### src/rtl/icache_set_assoc.sv
// icache_set_assoc: N-way set-associative instruction cache with blocking refill, flush and round-robin victim pointers
// Optional feature: define ICACHE_STATS_EN to add saturating hit/miss counters (stat_hits, stat_misses).
// Ports:
//   clk, rst                       clock, synchronous active-high reset
//   proc2cache_req/addr            fetch request (level-held) and address
//   flush                          invalidate every line
//   cache2proc_data/valid/busy     returned word, 1-cycle hit pulse, refill in progress
//   cache2mem_addr/command         8-byte aligned refill address, BUS_LOAD while refilling
//   mem2cache_valid/data           refill response pulse and 64-bit line
package icache_set_assoc_pkg;
   typedef enum logic [1:0] {BUS_NONE, BUS_LOAD, BUS_STORE} BUS_COMMAND;
endpackage

module icache_set_assoc
   import icache_set_assoc_pkg::*;
#(
   parameter int NUM_SETS = 16,
   parameter int NUM_WAYS = 2,
   parameter int XLEN     = 32
) (
   input  logic            clk,
   input  logic            rst,
   input  logic            proc2cache_req,
   input  logic [XLEN-1:0] proc2cache_addr,
   input  logic            flush,
   output logic [XLEN-1:0] cache2proc_data,
   output logic            cache2proc_valid,
   output logic            cache2proc_busy,
   output logic [XLEN-1:0] cache2mem_addr,
   output BUS_COMMAND      cache2mem_command,
`ifdef ICACHE_STATS_EN
   output logic [31:0]     stat_hits,
   output logic [31:0]     stat_misses,
`endif
   input  logic            mem2cache_valid,
   input  logic [63:0]     mem2cache_data
);
   localparam int IDX_W = $clog2(NUM_SETS);
   localparam int WAY_W = NUM_WAYS > 1 ? $clog2(NUM_WAYS) : 1;
   localparam int TAG_W = XLEN - IDX_W - 3;
   typedef enum logic {IDLE, MISS_WAIT} state_t;
   state_t state;
   logic [NUM_WAYS-1:0] vld [NUM_SETS];
   logic [TAG_W-1:0] tags [NUM_SETS][NUM_WAYS];
   logic [63:0] lines [NUM_SETS][NUM_WAYS];
   logic [WAY_W-1:0] ptr [NUM_SETS];
   logic poison, hit, do_hit, do_miss, fill, unused_bits;
   logic [WAY_W-1:0] hit_way, victim;
   logic [IDX_W-1:0] req_idx, miss_idx;
   logic [TAG_W-1:0] req_tag, miss_tag;
   logic [63:0] hit_line;
   assign req_idx = proc2cache_addr[IDX_W+2:3];
   assign req_tag = proc2cache_addr[XLEN-1:IDX_W+3];
   // the latched refill address doubles as the miss index/tag
   assign miss_idx = cache2mem_addr[IDX_W+2:3];
   assign miss_tag = cache2mem_addr[XLEN-1:IDX_W+3];
   assign hit_line = lines[req_idx][hit_way];
   assign unused_bits = ^proc2cache_addr[1:0];
   // flush suppresses the lookup in the same cycle
   assign do_hit  = state == IDLE && !flush && proc2cache_req && hit;
   assign do_miss = state == IDLE && !flush && proc2cache_req && !hit;
   // a poisoned or flushed-in-flight response is consumed without writing
   assign fill = !rst && state == MISS_WAIT && mem2cache_valid && !flush && !poison;
   // descending scan so the lowest-index invalid way ends up as victim
   always_comb begin
      hit = 1'b0;
      hit_way = '0;
      victim = ptr[miss_idx];
      for (int w = NUM_WAYS - 1; w >= 0; w--) begin
         if (vld[req_idx][w] && tags[req_idx][w] == req_tag) begin
            hit = 1'b1;
            hit_way = WAY_W'(w);
         end
         if (!vld[miss_idx][w]) victim = WAY_W'(w);
      end
   end
   always_ff @(posedge clk) begin
      if (fill) begin
         lines[miss_idx][victim] <= mem2cache_data;
         tags[miss_idx][victim] <= miss_tag;
      end
   end
   always_ff @(posedge clk) begin
      if (rst) begin
         state <= IDLE;
         poison <= 1'b0;
         cache2proc_valid <= 1'b0;
         cache2proc_data <= '0;
         cache2proc_busy <= 1'b0;
         cache2mem_command <= BUS_NONE;
         cache2mem_addr <= '0;
         for (int s = 0; s < NUM_SETS; s++) begin
            vld[s] <= '0;
            ptr[s] <= '0;
         end
      end else begin
         cache2proc_valid <= do_hit;
         if (do_hit) cache2proc_data <= proc2cache_addr[2] ? hit_line[63:32] : hit_line[31:0];
         if (do_miss) begin
            state <= MISS_WAIT;
            poison <= 1'b0;
            cache2proc_busy <= 1'b1;
            cache2mem_command <= BUS_LOAD;
            cache2mem_addr <= {proc2cache_addr[XLEN-1:3], 3'b000};
         end
         if (state == MISS_WAIT && flush) poison <= 1'b1;
         if (state == MISS_WAIT && mem2cache_valid) begin
            state <= IDLE;
            cache2proc_busy <= 1'b0;
            cache2mem_command <= BUS_NONE;
         end
         if (fill) begin
            vld[miss_idx][victim] <= 1'b1;
            ptr[miss_idx] <= ptr[miss_idx] == WAY_W'(NUM_WAYS - 1) ? '0 : ptr[miss_idx] + 1'b1;
         end
         if (flush)
            for (int s = 0; s < NUM_SETS; s++) vld[s] <= '0;
      end
   end
`ifdef ICACHE_STATS_EN
   always_ff @(posedge clk) begin
      if (rst) begin
         stat_hits <= '0;
         stat_misses <= '0;
      end else begin
         if (do_hit && stat_hits != '1) stat_hits <= stat_hits + 1'b1;
         if (do_miss && stat_misses != '1) stat_misses <= stat_misses + 1'b1;
      end
   end
`endif
endmodule
### config.mk
export PLATFORM = sky130hd
export DESIGN_NAME = icache_set_assoc
export DESIGN_NICKNAME = d
export VERILOG_FILES = /design/src/rtl/icache_set_assoc.sv
export SDC_FILE = /design/constraint.sdc
export NUM_CORES = 2
export LEC_CHECK = 0
export ABC_AREA = 0
export CORE_MARGIN = 3
export CORE_UTILIZATION = 38
export DETAILED_ROUTE_END_ITERATION = 16
export GPL_TIMING_DRIVEN = 0
export HOLD_SLACK_MARGIN = 0.03
export PLACE_DENSITY_LB_ADDON = 0.15
export SLEW_MARGIN = 20
export SYNTH_ARGS = -nofsm -noshare
export SYNTH_HDL_FRONTEND = slang
export SYNTH_SLANG_ARGS = --single-unit
export TNS_END_PERCENT = 5
### constraint.sdc
create_clock -name clk -period 10.4 [get_ports clk]
set_input_delay 2.08 -clock clk [delete_from_list [all_inputs] [get_ports clk]]
set_output_delay 2.08 -clock clk [all_outputs]
set_load 0.05 [all_outputs]
==> summary.md <==
| Metric | Value |
|---|---|
| Synthesized area | 0.115 mm2 |
| Sequential area share after synthesis | 76.8% |
| Max_cap viols | 0 |
| Met2 routed WL | 181000 um |
| Drt pass-1 iters | 5 |
| Synth Flop Type | edfxtp_1 |
| Flop-to-flop setup slack | 4.93 ns |
| FILL cells | 25000 |
| CP arrival | 8.97 ns |
| WL met3 | 24400 um |
| Syn_area_per_cell | 22.5 um2 |
| Run status | finished clean |
| Register area | 0.0880 mm2 |
| Post-synth ARST share | 0% |
| Clk root buf | clkbuf_16 |
| CTS tree | yes |
| Cell taking the most area after synthesis | edfxtp_1 |
| Period utilization | 79.3% |
| Largest net degree at the start of global routing | 35 |
| Synthesis warning total | 0 |
| Initial antenna violation count | 30 |
| Synth cell types | 69 |
| Post-CTS Hold Fix Bufs | 0 |
| Final setup violation count | 0 |
| Hold Fails Final Rpt | 0 |
| Global Route Usage Sum | 23.8% |
| PostCTS Resize Cnt | 0 |
| Row Count | 200 |
| TNS Setup | 0 ns |
| Finished Layout Cells | 10100 |
| Routed length per instance | 36.6 um |
| Crit path launch type | input pin |
| Max-slew headroom | 20.1% |
| Top cell type's share of synthesized area | 75.1% |
| Crit path required time | 11.12 ns |
| Post-synth EDFFs | 2864 |
| Max clock buf depth | 4 |
| Placeable Area | 0.299 mm2 |
| Crit path from | proc2cache_addr[5] |
| PortBufs | 151 |
| RSZ-0062 raised after global routing | no |
| Total wire length | 370000 um |
| Number of global-route vias before repair | 58900 |
| Max FO, Critical Path | 11 |
| DR top layer | met5 |
| Share of post-route cells with drive strength above 1 | 30.3% |
| Final Core Density | 45.7% |
| Die area | 0.308 mm2 |
| DP Wirelength | 254000 um |
| Worst Setup EP | cache2proc_data[18]$_SDFFE_PP0P_ |
| Via count | 58700 |
| Die Width | 555 um |
| Gp weighted congestion | 0.829 |
| Initial DRC count | 7287 |
| First-pass GRT wire length | 504000 um |
| FMAX | 0.121 GHz |
| ANT nets after route | 0 |
| Max Slew Vio Count | 0 |
| Fin nets | 5987 |
| Worst clock skew | 0.0795 ns |
| Crit. End Element | flip-flop |
| Crit Path Class | in2reg |
| Worst-Margin Slew | 1.20 ns |
| Fin crit period | 8.25 ns |
| Clock transition at path regs | 0.06 ns |
| H-tree depth | 5 |
| Footprint of the multi-input gates | 0.0253 mm2 |
| Flops & latches, synth | 2964 |
| Die H | 555 um |
| Critical R2R Launch | tags[5][10]$_DFFE_PP_ |
| Post-CTS Setup Repair Bufs | 0 |
| Hold Crit Class | reg2reg |
| Gr ovfl total | 0 |
| Number of vias per cell | 5.82 |
| Power Density | 186 mW/mm2 |
| Worst skew pair latency | 0.89 ns |
| Maximum VDD drop | 141 uV |
| Area grow syn2layout | 19.1% |
| Ports | 169 |
| Sink Count | 2964 |
| # placed instances | 9496 |
| M1 WL | 151000 um |
| Ranking of synthesized cells by area | edfxtp_1 (75%), mux4_2 (16%), mux2i_1 (2.0%), dfxtp_1 (1.7%), nand2_1 (0.49%) |
| Leak pwr | 43.2 nW |
| Synth Instances | 5093 |
| Starting Density | 38.4% |
| CTS Buf Count | 326 |
| Hold Slack | 0.477 ns |
| Reg2Reg Depth | 11 |
| Worst reg2reg endpoint | cache2proc_data[18]$_SDFFE_PP0P_ |
| DRC Markers | 0 |
[worst min-delay path by stage]
stage                  startpoint                 end  slack [ns]  depth (start not counted)
2_1_floorplan   vld[6][0]$_DFF_P_   vld[6][0]$_DFF_P_        0.44                          1
3_3_place_gp   vld[15][0]$_DFF_P_  vld[15][0]$_DFF_P_        0.45                          1
3_5_place_dp    vld[6][1]$_DFF_P_   vld[6][1]$_DFF_P_        0.46                          1
4_1_cts         vld[6][1]$_DFF_P_   vld[6][1]$_DFF_P_        0.47                          1
5_1_grt         vld[6][1]$_DFF_P_   vld[6][1]$_DFF_P_        0.49                          1
6_report        vld[1][0]$_DFF_P_   vld[1][0]$_DFF_P_        0.48                          1
[layout by cell type (no fill, tap or decap), drive strengths merged, types with 21 or more instances in the layout]
master	netlist	layout
a21o	36	36
a21oi	30	30
a22oi	45	45
and3	35	35
buf	185	530
clkbuf	104	528
clkdlybuf4s50	0	116
clkinv	0	114
dfxtp	100	100
edfxtp	2864	2864
inv	12	26
mux2	27	27
mux2i	230	230
mux4	789	789
nand2	149	149
nand2b	30	30
nand3	30	30
nor2	102	102
nor2b	27	27
nor3	21	21
o21ai	39	39
xnor2	40	40
[layout make-up]
class | instances | share of cell area (%)
tap | 3939 | 3.61
inverter | 12 | 0.0330
timing repair buffer | 462 | 4.86
sequential | 2964 | 64.5
antenna | 14 | 0.0257
multi-input combinational | 1831 | 18.5
buffer | 289 | 1.17
clock buffer | 423 | 6.35
clock inverter | 152 | 0.912
[worst max-delay path, cell delays in order]
cell and delay [ns]:
clkdlybuf4s50_1 0.68, buf_4 0.28, buf_4 0.30, buf_2 0.38, buf_2 0.52, buf_2 0.45, buf_2 0.70, buf_2 0.66
clkbuf_2 0.59, clkbuf_1 0.76, mux4_2 0.41, inv_1 0.21, o21ai_0 0.11, mux2i_1 0.54, a211oi_1 0.16
[kinds of logic after synthesis]
group                  share of synthesized area (%)
AO/OA/AOI/OAI                                   1.58
other                                        0.00327
multiplexers                                    17.8
flip-flops                                      76.8
XOR/XNOR                                       0.405
AND/OR/NAND/NOR                                 2.05
buffers and inverters                           1.38
[power breakdown]
group | switching (mW) | total (mW) | internal, mW | leakage, nW
registers | 0.0543 | 13.1 | 13.1 | 26.1
logic | 0.804 | 1.27 | 0.468 | 12.3
clock network | 4.72 | 10.9 | 6.22 | 4.82
[synthesized netlist by cell type (26+ instances only)]
cell type and n:
buf_4 39, nand2_1 149, a22oi_1 45, edfxtp_1 2864, nand2b_1 30, nand3_1 30
buf_2 92, o21ai_1 26, mux2i_1 230, a21o_1 36, clkbuf_1 103, nor2b_1 27
a21oi_1 30, dfxtp_1 100, mux4_2 789, and3_1 35, buf_1 31, xnor2_1 40
nor2_1 102
[metal layers]
layer,track usage [%],vias to the layer above
li1,-,23200
met2,39.2,2467
met5,0,-
met4,7.79,14
met3,3.47,588
met1,32.5,32400
[per-stage QoR]
| step | setup WS, ns | total power [mW] | instance area, um2 |
|---|---|---|---|
| 3_3_place_gp | -13.19 | 14.7 | 121000 |
| 3_5_place_dp | 1.06 | 14.7 | 127000 |
| 2_1_floorplan | 0.759 | 14.1 | 115000 |
| 5_1_grt | 2.04 | 26.1 | 136000 |
| 4_1_cts | 1.97 | 25.6 | 137000 |
| 6_report | 2.15 | 25.4 | 136000 |
[flip-flops by register name, summed over array words and instances, names as in the netlist, named ones only]
| name | cells |
|---|---|
| cache2proc_data | 32 |
| lines | 2048 |
| cache2proc_valid | 1 |
| ptr | 16 |
| state | 1 |
| poison | 1 |
| vld | 32 |
| tags | 800 |
| cache2mem_addr | 29 |
(Power assumes the default switching activity.)
